==> src/rtl/axis_upsize_rtl.sv <==
// axis_upsize_rtl
// AXI4-Stream width upconverter. It packs RATIO consecutive narrow beats into
// one wide beat. A narrow tlast closes the current wide beat early. Lanes that
// were not filled carry data 0 and keep 0.
//
// Ports
//   aclk, aresetn             clock; asynchronous active-low reset
//   s_axis_t{data,keep,valid,last}, s_axis_tready
//                             narrow slave side, S_DATA_BITS wide
//   m_axis_t{data,keep,valid,last}, m_axis_tready
//                             wide master side, S_DATA_BITS*RATIO wide;
//                             lane k = bits [k*S_DATA_BITS +: S_DATA_BITS]
module axis_upsize_rtl #(
  parameter  int S_DATA_BITS = 32,
  parameter  int RATIO       = 4,
  localparam int M_DATA_BITS = S_DATA_BITS * RATIO
) (
  input  logic                     aclk,
  input  logic                     aresetn,
  input  logic [S_DATA_BITS-1:0]   s_axis_tdata,
  input  logic [S_DATA_BITS/8-1:0] s_axis_tkeep,
  input  logic                     s_axis_tvalid,
  output logic                     s_axis_tready,
  input  logic                     s_axis_tlast,
  output logic [M_DATA_BITS-1:0]   m_axis_tdata,
  output logic [M_DATA_BITS/8-1:0] m_axis_tkeep,
  output logic                     m_axis_tvalid,
  input  logic                     m_axis_tready,
  output logic                     m_axis_tlast
);

  localparam int S_KEEP_BITS = S_DATA_BITS / 8;
  localparam int M_KEEP_BITS = M_DATA_BITS / 8;
  localparam int IDX_W       = $clog2(RATIO);
  localparam logic [IDX_W-1:0] IDX_LAST = IDX_W'(RATIO - 1);

  // The assembly buffer holds lanes 0..RATIO-2 only. The last lane always
  // completes the word, so it goes straight from the input into the output
  // register.
  logic [IDX_W-1:0]                          idx_q, idx_d;
  logic [RATIO-2:0][S_DATA_BITS-1:0]         buf_data_q, buf_data_d;
  logic [RATIO-2:0][S_KEEP_BITS-1:0]         buf_keep_q, buf_keep_d;
  logic [M_DATA_BITS-1:0]                    out_data_q, out_data_d;
  logic [M_KEEP_BITS-1:0]                    out_keep_q, out_keep_d;
  logic                                      out_last_q, out_last_d;
  logic                                      out_valid_q, out_valid_d;

  logic s_ready;
  logic accept;
  logic completing;

  // The output register is the only storage on the wide side. It can accept
  // a new word when it is empty or is draining this cycle. Gating with aresetn
  // holds ready low while reset is asserted.
  assign s_ready    = aresetn && (!out_valid_q || m_axis_tready);
  assign accept     = s_axis_tvalid && s_ready;
  assign completing = accept && ((idx_q == IDX_LAST) || s_axis_tlast);

  always_comb begin
    idx_d       = idx_q;
    buf_data_d  = buf_data_q;
    buf_keep_d  = buf_keep_q;
    out_data_d  = out_data_q;
    out_keep_d  = out_keep_q;
    out_last_d  = out_last_q;
    out_valid_d = out_valid_q;

    if (out_valid_q && m_axis_tready) begin
      out_valid_d = 1'b0;
    end

    if (completing) begin
      // Lanes below idx come from the buffer. Lane idx is the current beat.
      // Lanes above idx stay zero.
      out_data_d = '0;
      out_keep_d = '0;
      for (int k = 0; k < RATIO - 1; k++) begin
        if (IDX_W'(k) < idx_q) begin
          out_data_d[k*S_DATA_BITS +: S_DATA_BITS] = buf_data_q[k];
          out_keep_d[k*S_KEEP_BITS +: S_KEEP_BITS] = buf_keep_q[k];
        end
      end
      for (int k = 0; k < RATIO; k++) begin
        if (IDX_W'(k) == idx_q) begin
          out_data_d[k*S_DATA_BITS +: S_DATA_BITS] = s_axis_tdata;
          out_keep_d[k*S_KEEP_BITS +: S_KEEP_BITS] = s_axis_tkeep;
        end
      end
      out_last_d  = s_axis_tlast;
      out_valid_d = 1'b1;
      idx_d       = '0;
      buf_keep_d  = '0;
    end else if (accept) begin
      for (int k = 0; k < RATIO - 1; k++) begin
        if (IDX_W'(k) == idx_q) begin
          buf_data_d[k] = s_axis_tdata;
          buf_keep_d[k] = s_axis_tkeep;
        end
      end
      idx_d = idx_q + IDX_W'(1);
    end
  end

  always_ff @(posedge aclk or negedge aresetn) begin
    if (!aresetn) begin
      idx_q       <= '0;
      buf_data_q  <= '0;
      buf_keep_q  <= '0;
      out_data_q  <= '0;
      out_keep_q  <= '0;
      out_last_q  <= 1'b0;
      out_valid_q <= 1'b0;
    end else begin
      idx_q       <= idx_d;
      buf_data_q  <= buf_data_d;
      buf_keep_q  <= buf_keep_d;
      out_data_q  <= out_data_d;
      out_keep_q  <= out_keep_d;
      out_last_q  <= out_last_d;
      out_valid_q <= out_valid_d;
    end
  end

  assign s_axis_tready = s_ready;
  assign m_axis_tdata  = out_data_q;
  assign m_axis_tkeep  = out_keep_q;
  assign m_axis_tlast  = out_last_q;
  assign m_axis_tvalid = out_valid_q;

endmodule

==> config.mk <==
export PLATFORM = sky130hd
export DESIGN_NAME = axis_upsize_rtl
export DESIGN_NICKNAME = d
export VERILOG_FILES = /design/src/rtl/axis_upsize_rtl.sv
export SDC_FILE = /design/constraint.sdc
export NUM_CORES = 1
export LEC_CHECK = 0
export ABC_AREA = 0
export ABC_CLOCK_PERIOD_IN_PS = 2450
export CORE_MARGIN = 2
export CORE_UTILIZATION = 45
export DETAILED_ROUTE_END_ITERATION = 7
export HOLD_SLACK_MARGIN = 0.1
export PLACE_DENSITY = 0.7
export REMOVE_ABC_BUFFERS = 1
export SLEW_MARGIN = 20
export SYNTH_ARGS = -nofsm -noshare
export SYNTH_HDL_FRONTEND = slang
export SYNTH_SLANG_ARGS = --single-unit
==> constraint.sdc <==
create_clock -name aclk -period 2.45 [get_ports aclk]
set_input_delay 0.49 -clock aclk [delete_from_list [all_inputs] [get_ports aclk]]
set_output_delay 0.49 -clock aclk [all_outputs]
set_load 0.01 [all_outputs]
==> flow_metrics.py <==
metrics = {
    "place": {
        "post-place-ws_ns": -0.01679,
        "port_buffers": 187,
        "post-dp-hpwl_um": 16860,
        "gp_congestion": 0.7572,
        "place_area_um2": 13110,
    },
    "worst_setup_path": {
        "r2r_setup_slack_ns": 0.30,
        "critPathKind": "flop to flop",
        "r2r_cells": 5,
        "start_kind": "flop",
        "arrival_ns": 2.56,
        "critPathMaxFanout": 11,
        "required_ns": 2.86,
        "end_kind": "flop",
    },
    "sta": {
        "skew_ns": 0.008051,
        "tightestPinTransition_ns": 0.9551,
        "setup_tns_ns": 0,
        "worst_slack_ns": 0.2991,
        "hold_viol": 0,
        "rsz0062_at_grt": "false",
        "max_freq_ghz": 0.4649,
        "finalSetupViolCount": 0,
        "fin_crit_ns": 2.151,
        "slew_violations": 0,
        "slew_headroom_pct": 36.33,
        "finalCritPeriodShare_pct": 87.79,
    },
    "clock_tree": {
        "clock_latency_ns": 0.53,
        "numCtsBuffers": 27,
        "cts_tree": "yes",
        "clock_path_buffers": 3,
        "cts.clk_slew.worst_paths_ns": 0.06,
        "postCtsSetupBuffers": 0,
        "clock_sinks": 256,
        "cts_root_buffer": "clkbuf_16",
        "cts_htree_levels": 1,
    },
    "yosys": {
        "ys_seq_area_share_pct": 59.25,
        "ys_ff_latch": 256,
        "synth.top_cell.area_share_pct": 59.25,
        "synth_top_cell_by_area": "dfrtp_1",
        "ys_warn_count": 0,
        "synth_cell_type_count": 27,
        "avgSynthCellArea_um2": 13.22,
        "synthTopCellsByArea": "dfrtp_1, mux2_2, a22o_1, mux2i_1, nand2_1",
        "syn_area_um2": 10810,
        "syn_inst": 818,
    },
    "min_path": {
        "hp-class": "primary input to asynchronous set/reset pin",
    },
    "run_status": {
        "status": "completed",
    },
    "drt": {
        "drc": 0,
        "vias": 7418,
        "via_per_inst": 5.540,
        "drt_iter0_drc": 488,
        "finalWirelength_um": 26580,
        "dr.pass1.iters": 5,
        "wl_per_cell_um": 19.85,
        "postRouteAntennaNets": 0,
    },
    "grt": {
        "grt_max_degree": 111,
        "grt.overflow.total": 0,
        "grt_pass1_vias": 7337,
        "antenna_found_initial": 0,
        "grt_pass1_wl_um": 42670,
        "track_usage_pct": 20.94,
    },
    "power_and_ir_drop": {
        "p_comb_share_pct": 28.4,
        "p_clk_share_pct": 27.7,
        "p_seq_share_pct": 44.0,
        "p_per_area_nw_per_um2": 1025,
        "internal-power_mw": 10.29,
        "peakVddDrop_uv": 558.2,
        "p_switching_mw": 4.083,
        "leakage_nw": 6.229,
        "sw_frac_of_total_pct": 28.41,
    },
    "run": {
        "drv_cap": 0,
    },
    "layout": {
        "syn_to_final_growth_pct": 29.69,
        "diodes": 0,
        "fin_nets": 1045,
        "drive_gt1_share_pct": 24.51,
        "final_cell_area_um2": 14020,
    },
    "die": {
        "io_pins": 188,
        "rows": 56,
        "start_util_pct": 45.93,
        "die_y_um": 159.0,
        "core_area_um2": 23540,
        "die_area_um2": 25280,
        "die_x_um": 159.0,
    },
}
[flip-flops by register name, indices dropped and copies added, names as in the netlist]
name,cells
m_axis_tkeep,16
m_axis_tlast,1
m_axis_tdata,128
m_axis_tvalid,1
idx_q,2
buf_keep_q,12
buf_data_q,96
[power groups by stage]
stage / clock network (mW) / logic [mW] / registers (mW)
after floorplan: 0 / 1.94 / 6.48
final: 3.98 / 4.08 / 6.32
after global placement: 0 / 3.98 / 6.33
after detailed placement: 0 / 4.09 / 6.38
after global routing: 4.25 / 4.42 / 6.49
after CTS: 4.08 / 4.11 / 6.32
[layout make-up]
cell class	instances	area, um2
fill	1954	9519
sequential	256	6406
multi-input combinational	490	4110
timing repair buffer	222	2230
clock buffer	41	798.3
tap	319	399.1
clock inverter	8	68.82
inverter	3	11.26
[cells in the mapped netlist, drive strengths merged]
cell type  number
a21oi          36
a22o           77
a31oi          36
a32o           12
and2            2
and3            1
buf            33
clkbuf         36
dfrtp         256
ha              4
inv             3
mux2          169
mux2i          36
nand2          67
nand2b          2
nand3           2
nand4           2
nor2            1
nor2b           3
nor3            2
nor4            1
o211ai          3
o21ai          33
or2             1
[critical path: stages, from the launching register on]
cell and delay, ns:
dfrtp_1 0.46, ha_2 0.25, or2_2 0.34, nor4_4 0.30, buf_4 0.30, mux2_2 0.37
[per-stage QoR]
step	cells	util [%]	power, mW	hold WS, ns
floorplan	749	-	8.418	0.1944
global placement	1287	55.67	10.31	0.3180
detailed placement	1287	55.67	10.47	0.3189
CTS	1338	59.44	14.52	0.1732
global route	1339	59.57	15.17	0.1890
finish	1339	59.57	14.37	0.1411
[metal layers]
metal / global-route usage (%) / wire (um) / part of all wire, % / up-vias
met5: 0 / 0 / 0 / -
met4: 5.455 / 670 / 2.5 / 0
met3: 4.558 / 1607 / 6.0 / 44
met2: 32.85 / 12130 / 46 / 204
met1: 29.82 / 12170 / 46 / 3784
li1: - / - / - / 3386
[cell usage in the layout, fill, tap and decap left out, types with 2 or more instances in the layout]
| master | count |
|---|---|
| a22o_1 | 77 |
| o211ai_1 | 3 |
| ha_2 | 4 |
| clkbuf_16 | 27 |
| a31oi_1 | 36 |
| mux2_2 | 161 |
| mux2_1 | 8 |
| clkbuf_8 | 7 |
| inv_1 | 3 |
| clkbuf_1 | 7 |
| a32o_1 | 12 |
| dlygate4sd3_1 | 2 |
| buf_12 | 5 |
| buf_4 | 27 |
| nor2b_1 | 2 |
| nand2_1 | 67 |
| nand4_1 | 2 |
| o21ai_0 | 33 |
| clkdlybuf4s50_1 | 185 |
| dfrtp_1 | 256 |
| mux2i_1 | 36 |
| a21oi_1 | 36 |
| clkinv_2 | 6 |
[kinds of logic after synthesis]
logic type / Yosys count / share of synthesized area [%]
AO/OA/AOI/OAI: 197 / 12.83
multiplexers: 205 / 20.93
AND/OR/NAND/NOR: 84 / 3.471
flip-flops: 256 / 59.25
adder cells (fa/ha/maj): 4 / 0.4629
buffers and inverters: 72 / 3.055
[final timing paths]
path                               endpoint             start
setup / recovery             buf_data_q[36]          idx_q[1]
max in group asynchronous  m_axis_tdata[73]           aresetn
hold reg to reg            m_axis_tdata[90]  m_axis_tdata[90]
hold / removal                     idx_q[1]           aresetn
min in group aclk          m_axis_tdata[90]  m_axis_tdata[90]
setup reg to reg             buf_data_q[36]          idx_q[1]
[repair_timing]
| item | CTS | global route |
|---|---|---|
| resized for setup | 0 | 1 |
| setup endpoints to repair | 0 | 1 |
| hold buffers | 2 | 0 |
| hold endpoints to repair | 11 | 0 |
Power figures use the tool's default switching activity.
